### src/rtl/fetch_pkg.sv
// Shared types for the instruction fetch stage: FSM states, prefetch entry layout
// and PC helpers.
package fetch_pkg;

   localparam int          INST_W  = 32;
   localparam int          PC_W    = 32;
   localparam logic [31:0] PC_STEP = 32'd4;

   typedef enum logic [1:0] {
      F_IDLE = 2'd0,
      F_WAIT = 2'd1,
      F_DROP = 2'd2
   } fetch_state_t;

   typedef struct packed {
      logic [PC_W-1:0]   pc;
      logic [INST_W-1:0] inst;
   } fetch_entry_t;

   function automatic logic [PC_W-1:0] align_pc(input logic [PC_W-1:0] pc);
      return {pc[PC_W-1:2], 2'b00};
   endfunction

endpackage

### src/rtl/fetch_fifo.sv
// Prefetch queue of fetch_entry_t words. Flush has priority over push and pop;
// a pop on an empty queue is ignored.
module fetch_fifo
   import fetch_pkg::*;
#(
   parameter int DEPTH = 4
) (
   input  logic                   clk,
   input  logic                   reset,
   input  logic                   push,
   input  fetch_entry_t           push_data,
   input  logic                   pop,
   input  logic                   flush,
   output logic [$clog2(DEPTH):0] count,
   output fetch_entry_t           head
);

   localparam int AW = $clog2(DEPTH);
   localparam int CW = AW + 1;

   fetch_entry_t  mem [DEPTH];
   logic [AW-1:0] wr_ptr;
   logic [AW-1:0] rd_ptr;
   logic          pop_ok;

   assign pop_ok = pop && (count != '0);
   assign head   = mem[rd_ptr];

   always_ff @(posedge clk or negedge reset) begin
      if (!reset) begin
         for (int i = 0; i < DEPTH; i++) mem[i] <= '0;
         wr_ptr <= '0;
         rd_ptr <= '0;
         count  <= '0;
      end else if (flush) begin
         wr_ptr <= '0;
         rd_ptr <= '0;
         count  <= '0;
      end else begin
         if (push) begin
            mem[wr_ptr] <= push_data;
            wr_ptr      <= wr_ptr + AW'(1);
         end
         if (pop_ok) rd_ptr <= rd_ptr + AW'(1);
         case ({push, pop_ok})
            2'b10:   count <= count + CW'(1);
            2'b01:   count <= count - CW'(1);
            default: count <= count;
         endcase
      end
   end

endmodule

### src/rtl/fetch_unit.sv
// Fetch stage: owns the fetch PC, issues one word request at a time to instruction
// memory and queues tagged responses for decode. Redirect flushes and restarts.
module fetch_unit
   import fetch_pkg::*;
#(
   parameter int          DEPTH    = 4,
   parameter logic [31:0] RESET_PC = 32'h0000_0000
) (
   input  logic                   clk,
   input  logic                   reset,
   output logic                   imem_req,
   output logic [31:0]            imem_addr,
   input  logic                   imem_ack,
   input  logic [31:0]            imem_rdata,
   input  logic                   redirect,
   input  logic [31:0]            redirect_pc,
   output logic                   inst_valid,
   output logic [31:0]            inst,
   output logic [31:0]            inst_pc,
   input  logic                   inst_ready,
   output fetch_state_t           dbg_state,
   output logic [$clog2(DEPTH):0] dbg_count
);

   // Handshakes: imem_req stays high with imem_addr stable until a cycle where
   // imem_ack is high; decode takes the head on any cycle with inst_valid && inst_ready.

   localparam int CW = $clog2(DEPTH) + 1;

   fetch_state_t  state;
   logic [31:0]   fetch_pc;
   logic [CW-1:0] count;
   fetch_entry_t  head;
   fetch_entry_t  push_entry;
   logic          push;
   logic          pop_fire;
   logic          room_after_push;
   logic [31:0]   new_pc;
   logic [31:0]   next_pc;

   assign pop_fire        = inst_valid && inst_ready;
   assign push            = (state == F_WAIT) && imem_ack && !redirect;
   assign push_entry      = '{pc: fetch_pc, inst: imem_rdata};
   assign room_after_push = pop_fire || (count < CW'(DEPTH - 1));
   assign new_pc          = align_pc(redirect_pc);
   assign next_pc         = fetch_pc + PC_STEP;

   fetch_fifo #(.DEPTH(DEPTH)) u_fifo (
      .clk       (clk),
      .reset     (reset),
      .push      (push),
      .push_data (push_entry),
      .pop       (pop_fire),
      .flush     (redirect),
      .count     (count),
      .head      (head)
   );

   always_ff @(posedge clk or negedge reset) begin
      if (!reset) begin
         state     <= F_IDLE;
         fetch_pc  <= RESET_PC;
         imem_req  <= 1'b0;
         imem_addr <= RESET_PC;
      end else begin
         case (state)
            F_IDLE: begin
               if (redirect) begin
                  fetch_pc <= new_pc;
               end else if (count < CW'(DEPTH)) begin
                  state     <= F_WAIT;
                  imem_req  <= 1'b1;
                  imem_addr <= fetch_pc;
               end
            end
            F_WAIT: begin
               if (redirect) begin
                  fetch_pc <= new_pc;
                  if (imem_ack) begin
                     state    <= F_IDLE;
                     imem_req <= 1'b0;
                  end else begin
                     state <= F_DROP;
                  end
               end else if (imem_ack) begin
                  fetch_pc  <= next_pc;
                  imem_addr <= next_pc;
                  if (!room_after_push) begin
                     state    <= F_IDLE;
                     imem_req <= 1'b0;
                  end
               end
            end
            F_DROP: begin
               // The outstanding word belongs to a squashed path; only the newest target matters.
               if (redirect) fetch_pc <= new_pc;
               if (imem_ack) begin
                  state    <= F_IDLE;
                  imem_req <= 1'b0;
               end
            end
            default: begin
               state    <= F_IDLE;
               imem_req <= 1'b0;
            end
         endcase
      end
   end

   assign inst_valid = (count != '0);
   assign inst       = head.inst;
   assign inst_pc    = head.pc;
   assign dbg_state  = state;
   assign dbg_count  = count;

endmodule

### config.mk
export PLATFORM = sky130hd
export DESIGN_NAME = fetch_unit
export DESIGN_NICKNAME = d
export VERILOG_FILES = /design/src/rtl/fetch_pkg.sv /design/src/rtl/fetch_fifo.sv /design/src/rtl/fetch_unit.sv
export SDC_FILE = /design/constraint.sdc
export NUM_CORES = 1
export LEC_CHECK = 0
export CORE_MARGIN = 2
export CORE_UTILIZATION = 45
export DETAILED_ROUTE_END_ITERATION = 16
export PLACE_DENSITY = 0.7
export SYNTH_ARGS = -nofsm -noshare
export SYNTH_HDL_FRONTEND = slang
export SYNTH_SLANG_ARGS = --single-unit
### constraint.sdc
create_clock -name clk -period 2.4 [get_ports clk]
set_clock_uncertainty 0.1 [all_clocks]
set_input_delay 0.24 -clock clk [delete_from_list [all_inputs] [get_ports clk]]
set_output_delay 0.24 -clock clk [all_outputs]
set_load 0.05 [all_outputs]
Word-level counts from Yosys, hierarchy flattened
Cells that the tools add are included.
{ "word_totals": {"regBits": 330, "latchBits": 0, "ramBits": 0, "rom_bits": 0, "in_bits": 69, "output_inout_bits": 103, "word_cells": 95, "memories": 0} }
{ "classes": {"n_addsub": 5, "multipliers": 0, "div": 0, "order_cmp": 5, "n_eq_ne": 12, "shifts": 0, "n_mux": 35, "bitwise_logic": 3, "n_reduce_logical": 20} }
{ "ops": {"columns": ["op", "count"], "rows": [
  ["256-bit bitwise mux", 1],
  ["32-bit two-way mux", 6],
  ["64-bit two-way mux", 3],
  ["64-bit binary-select mux with 2-bit select", 1],
  ["64-bit demux with 2-bit select", 1],
  ["32-bit one-hot mux with 2 select lines", 2],
  ["32-bit by 3-bit adder with 32-bit output (second input constant)", 1],
  ["2-bit two-way mux", 11],
  ["2-bit != test (second input constant)", 5],
  ["5-bit AND reduction", 2],
  ["2-bit nonzero test", 4],
  ["3-bit >= comparator (second input constant)", 2],
  ["1-bit two-way mux", 6],
  ["3-bit != test (second input constant)", 2],
  ["2-bit NOT with 3-bit output", 2],
  ["2-bit one-hot mux with 3 select lines", 1],
  ["3-bit one-hot mux with 2 select lines", 1],
  ["3-bit nonzero test", 2],
  ["1-bit logical AND", 5],
  ["2-bit by 1-bit adder with 2-bit output (second input constant)", 2],
  ["2-bit by 1-bit equality test with 1-bit output (second input constant)", 2],
  ["2-bit equality test (second input constant)", 2],
  ["4-bit AND reduction", 1],
  ["3-bit by 1-bit adder with 3-bit output (second input constant)", 1],
  ["14 further kinds", 14]
]} }

Longest topological paths before layout
{ "depth": {"ltp_word": 7, "mapped_depth": 10, "mapped_depth_nobuf": 8} }

By module
Synthesis repeated with hierarchy kept, for this count alone.
{ "unflattened": {"cells_unflattened": 1105, "area_unflattened_um2": 16499.6} }
{ "modules_own_cells": {"columns": ["mod", "instances", "cells_per_inst", "area_each_um2", "seq_area_each_um2"], "rows": [
  ["fetch_fifo", 1, 666, 12762.2, 6581.3],
  ["fetch_unit", 1, 439, 3737.3, 1576.5]
]} }

Worst setup path after synthesis
No wires, ideal clock.
{ "synth_path": {"path_kind": "register to register", "startpoint": "register state[1], in the netlist dbg_state[1]", "endpoint": "register u_fifo.count[2]", "t_arrival_ns": 2.051, "required_time_ns": 2.169, "setup_slack_ns": 0.118, "stages_incl_launch_ff": 11, "path_buffers": 2, "synth_period_minus_slack_ns": 2.282, "path_cell_list": "dfrtp_1 -> buf_2 -> nor2_2 -> and3_1 -> buf_4 -> nor2_1 -> fa_1 -> a211oi_1 -> a21oi_1 -> xnor2_1 -> nor2_1"} }
{ "synth_via": {"elab_chain_len": 6, "elab_cells_between_ends": 8, "classes_between": "3 x eq/ne; 2 x mux; 3 x reduce/logical"} }
{ "synth_lines": {"columns": ["item", "line", "rtl"], "rows": [
  ["start, declared", "fetch_unit.sv:30", "fetch_state_t state;"],
  ["start signal, assigned", "fetch_unit.sv:61", "state <= F_IDLE;"],
  ["start signal, assigned", "fetch_unit.sv:71", "state <= F_WAIT;"],
  ["start signal, assigned", "fetch_unit.sv:80", "state <= F_IDLE;"],
  ["2-bit by 1-bit equality test with 1-bit output (*)", "fetch_unit.sv:42", "assign push = (state == F_WAIT) && imem_ack && !redirect;"],
  ["1-bit logical AND (*) (2 in a row)", "fetch_unit.sv:42", null],
  ["2-bit by 1-bit equality test with 1-bit output or 2-bit equality test (tied branches)", "fetch_fifo.sv:45", "case ({push, pop_ok})"],
  ["3-bit one-hot mux with 2 select lines", "fetch_fifo.sv:45", null],
  ["3-bit two-way mux", "fetch_fifo.sv:35", "end else if (flush) begin"],
  ["end signal, assigned", "fetch_fifo.sv:46", "2'b10: count <= count + CW'(1);"],
  ["end signal, assigned", "fetch_fifo.sv:47", "2'b01: count <= count - CW'(1);"],
  ["end signal, assigned", "fetch_fifo.sv:48", "default: count <= count;"],
  ["end, declared", "fetch_fifo.sv:14", "output logic [$clog2(DEPTH):0] count,"]
]} }
Every way passes the cells marked *; elsewhere a longest branch is shown, timed or not.
A chain may end at the register's enable or synchronous reset.

Worst setup path after layout
{ "layout_path": {"startpoint": "register u_fifo.rd_ptr[0]", "endpoint": "output port inst_pc[5]"} }
{ "layout_via": {"elab_chain_len": 4} }
{ "layout_lines": {"columns": ["item", "line", "rtl"], "rows": [
  ["start, declared", "fetch_fifo.sv:23", "logic [AW-1:0] rd_ptr;"],
  ["start signal, assigned", "fetch_fifo.sv:44", "if (pop_ok) rd_ptr <= rd_ptr + AW'(1);"],
  ["2-bit NOT with 3-bit output (not written as such)", "fetch_fifo.sv:27", "assign head = mem[rd_ptr];"],
  ["64-bit binary-select mux with 2-bit select", "fetch_fifo.sv:27", null],
  ["64-bit two-way mux (not written as such) (2 in a row)", "fetch_fifo.sv:27", null],
  ["end, declared", "fetch_unit.sv:19", "output logic [31:0] inst_pc,"]
]} }
No other way between the ends. The select of a mux whose other input is x is not followed.

==> impl_metrics.ini <==
[yosys]
synth_top_area_share_pct = 53.2
ys.flop_type = dfrtp_1
yosys.area.top_type = dfrtp_1
yosysSeqAreaShare_pct = 53.2
avgSynthCellArea_um2 = 13.4
yosys.area_share.simple_pct = 7.74
async_flop_share_pct = 100
synth-compound-area-share_pct = 5.34
synth_xor_area_share_pct = 1.99
yosys_warnings = 0
synth_edf_count = 0
synthTopCellsByArea = dfrtp_1 53%, mux2_2 17%, mux4_2 9.3%, nand2_1 1.8%, buf_2 1.8%
synthCells = 1117
ys_ff_latch = 318
synth.area.mux_share_pct = 27.6
synth_top_family_by_area = multiplexers
synthAdderAreaFrac_pct = 0.552
syn_area_um2 = 15000
synth_cell_type_count = 64

[timing]
setup_viol = 0
finalMaxSlewViolations = 0
timing_hold_violations_final = 0
tightest_slew_ns = 0.616
relSlewSlack_pct = 58.8
hold-worst-slack_ns = 0.154
fmax_mhz = 421
fin_crit_sh_pct = 99.1
period_needed_ns = 2.38
tns_ns = 0
finalWorstSetupSlack_ns = 0.0223
rsz0062_at_grt = true

[clock_network]
cts_htree_levels = 2
cts_setup_buffers = 0
cts_tree = built
clk_latency_ns = 0.51
clk_pin_slew_ns = 0.06
root_buffer = clkbuf_16
clockBufferDepth = 3
cts-buffers-inserted = 35
cts.sinks = 318

[placement]
placed_area_um2 = 17300
io_buffers = 165
place_ws_ns = 0.117
dp_cells = 1685
dp_hpwl_um = 23800
routabilityCongestion = 0.861

[power]
comb_power_share_pct = 45.4
clockPowerShare_pct = 22.3
switching_share_pct = 39.7
p_leak_nw = 8.26
seqPwrFrac_pct = 32.3
ir_drop_mv = 0.718
internal_power_mw = 15.0
p_switching_mw = 9.91
p_per_area_nw_per_um2 = 1340
finalPower_mw = 25.0

[setup_path]
cp_max_fo = 23
rr_startpoint = fetch_pc[4]
startpoint = u_fifo.rd_ptr[0]
cp-end-kind = primary output
critPathKind = register to primary output
cp.required_ns = 2.06
startpoint_type = register
arrival_ns = 2.04

[run]
maxCapViolCount = 0

[cells_and_area]
finalInstanceArea_um2 = 18700
stdcell_count = 1752
fillCellCount = 2606
areaGrowthSynthToFinish_pct = 24.8
seq_area_um2 = 7960
multi_input_area_um2 = 6500
final_util_pct = 57.2
drive_gt1_share_pct = 37.3
final_nets = 1357

[route]
vias = 9754
drt-initial-drc-count = 656
drc = 0
drt_wl_total_um = 35700
viasPerCell = 5.57
firstDrtPassIters = 4
wire_per_inst_um = 20.4
drtAntennaViolNets = 0

[global_routing]
grt.overflow.total = 0
antenna_found_initial = 1
grt_first_pass_wirelength_um = 57800
grt_max_degree = 78
grt_pass1_vias = 10102
grt_use_total_pct = 20.9

[worst_hold_path]
hold_path.class = input pin to asynchronous set/reset pin

[die]
fp.dieH_um = 186
start_util_pct = 45.9
io_pins = 172
rows = 66
fp.coreArea_um2 = 32600
dieArea_um2 = 34700
die_w_um = 186

[outcome]
outcome = completed
[cells in the mapped netlist, types with 2 or more instances]
library cell,count
mux2i_1,3
and2_1,5
nor4_4,4
clkbuf_1,29
or3_1,7
nor2b_1,2
buf_6,2
nand2_1,72
nand3_1,21
o21ai_1,11
mux2_1,16
a211oi_1,5
mux4_2,62
o21ai_0,48
buf_2,53
nand4_1,16
a31oi_1,4
nand2b_1,3
a2bb2oi_1,6
o22a_1,2
nor2_1,32
a21o_1,3
nor3_2,2
inv_1,7
dfrtp_1,318
and3_1,8
nand2_2,4
o22ai_1,11
xnor2_1,21
nor3_1,13
mux2_2,224
nor4_1,4
a21oi_1,34
buf_4,14
a311oi_1,3
nor2_2,2
ha_1,5
xor2_1,13
and4_1,3
[path summary, 6_finish.rpt]
kind                                    to  slack, ns  cells past startpoint
setup / recovery                inst_pc[5]       0.02                      3
hold / removal             u_fifo.mem[235]       0.15                      2
setup reg to reg             imem_addr[28]       0.22                      6
hold reg to reg              imem_addr[23]       0.37                      2
max in group asynchronous   u_fifo.mem[26]       1.23                      3
min in group clk               fetch_pc[3]       0.25                      3
[sequential cells by signal, summed over array words and instances (netlist names)]
name and count:
fetch_pc 30, imem_addr 30, u_fifo.rd_ptr 2, imem_req 1, u_fifo.wr_ptr 2, dbg_state 2
u_fifo.count 3, u_fifo.mem 248
[layout make-up]
type	count	share of cell area [%]
sequential	318	42.6
multi-input combinational	695	34.8
timing repair buffer	225	13.0
clock buffer	51	5.28
tap	442	2.96
clock inverter	13	1.09
inverter	7	0.141
antenna	1	0.0134
[logic make-up after synthesis]
group | Yosys count
flip-flops | 318
multiplexers | 305
AND/OR/NAND/NOR | 210
AO/OA/AOI/OAI | 136
buffers and inverters | 107
XOR/XNOR | 34
adder cells (fa/ha/maj) | 6
other | 1
[power by group through the flow]
stage / Clock [mW] / Combinational (mW) / Sequential, mW
detailed placement: 0 / 10.9 / 8.13
floorplan: 0 / 7.01 / 8.60
CTS: 5.70 / 11.1 / 8.06
global route: 5.93 / 11.9 / 8.29
finish: 5.56 / 11.3 / 8.06
global placement: 0 / 10.8 / 8.03
[layer usage]
metal,routed length [um],GRT usage [%],vias up,share of wire (%)
met2,17300,34.2,281,49
met4,909,6.28,0,2.5
met3,1710,3.48,52,4.8
met5,0,0,-,0
li1,-,-,4403,-
met1,15700,28.9,5018,44
[cells in the final DEF (no fill, tap or decap), types with 21 or more instances in the layout]
cell / instances
a21oi_1: 33
buf_12: 21
buf_4: 51
buf_6: 47
clkbuf_16: 35
clkdlybuf4s50_1: 100
dfrtp_1: 316
mux2_2: 224
mux4_2: 62
nand2_1: 72
nand3_1: 21
nor2_1: 32
o21ai_0: 48
xnor2_1: 21
[repair_timing]
item / CTS / global route
hold endpoints to repair: 54 / 0
cloned: 1 / 0
endpoints found under the setup margin: 47 / 47
hold buffers: 1 / 0
gates resized for setup: 12 / 39
[critical path, stage by stage, from the launching register on]
cell	delay [ns]
dfrtp_4	0.49
buf_16	0.25
mux4_2	0.60
buf_6	0.19
No activity file was read; power rests on OpenSTA's default activity.
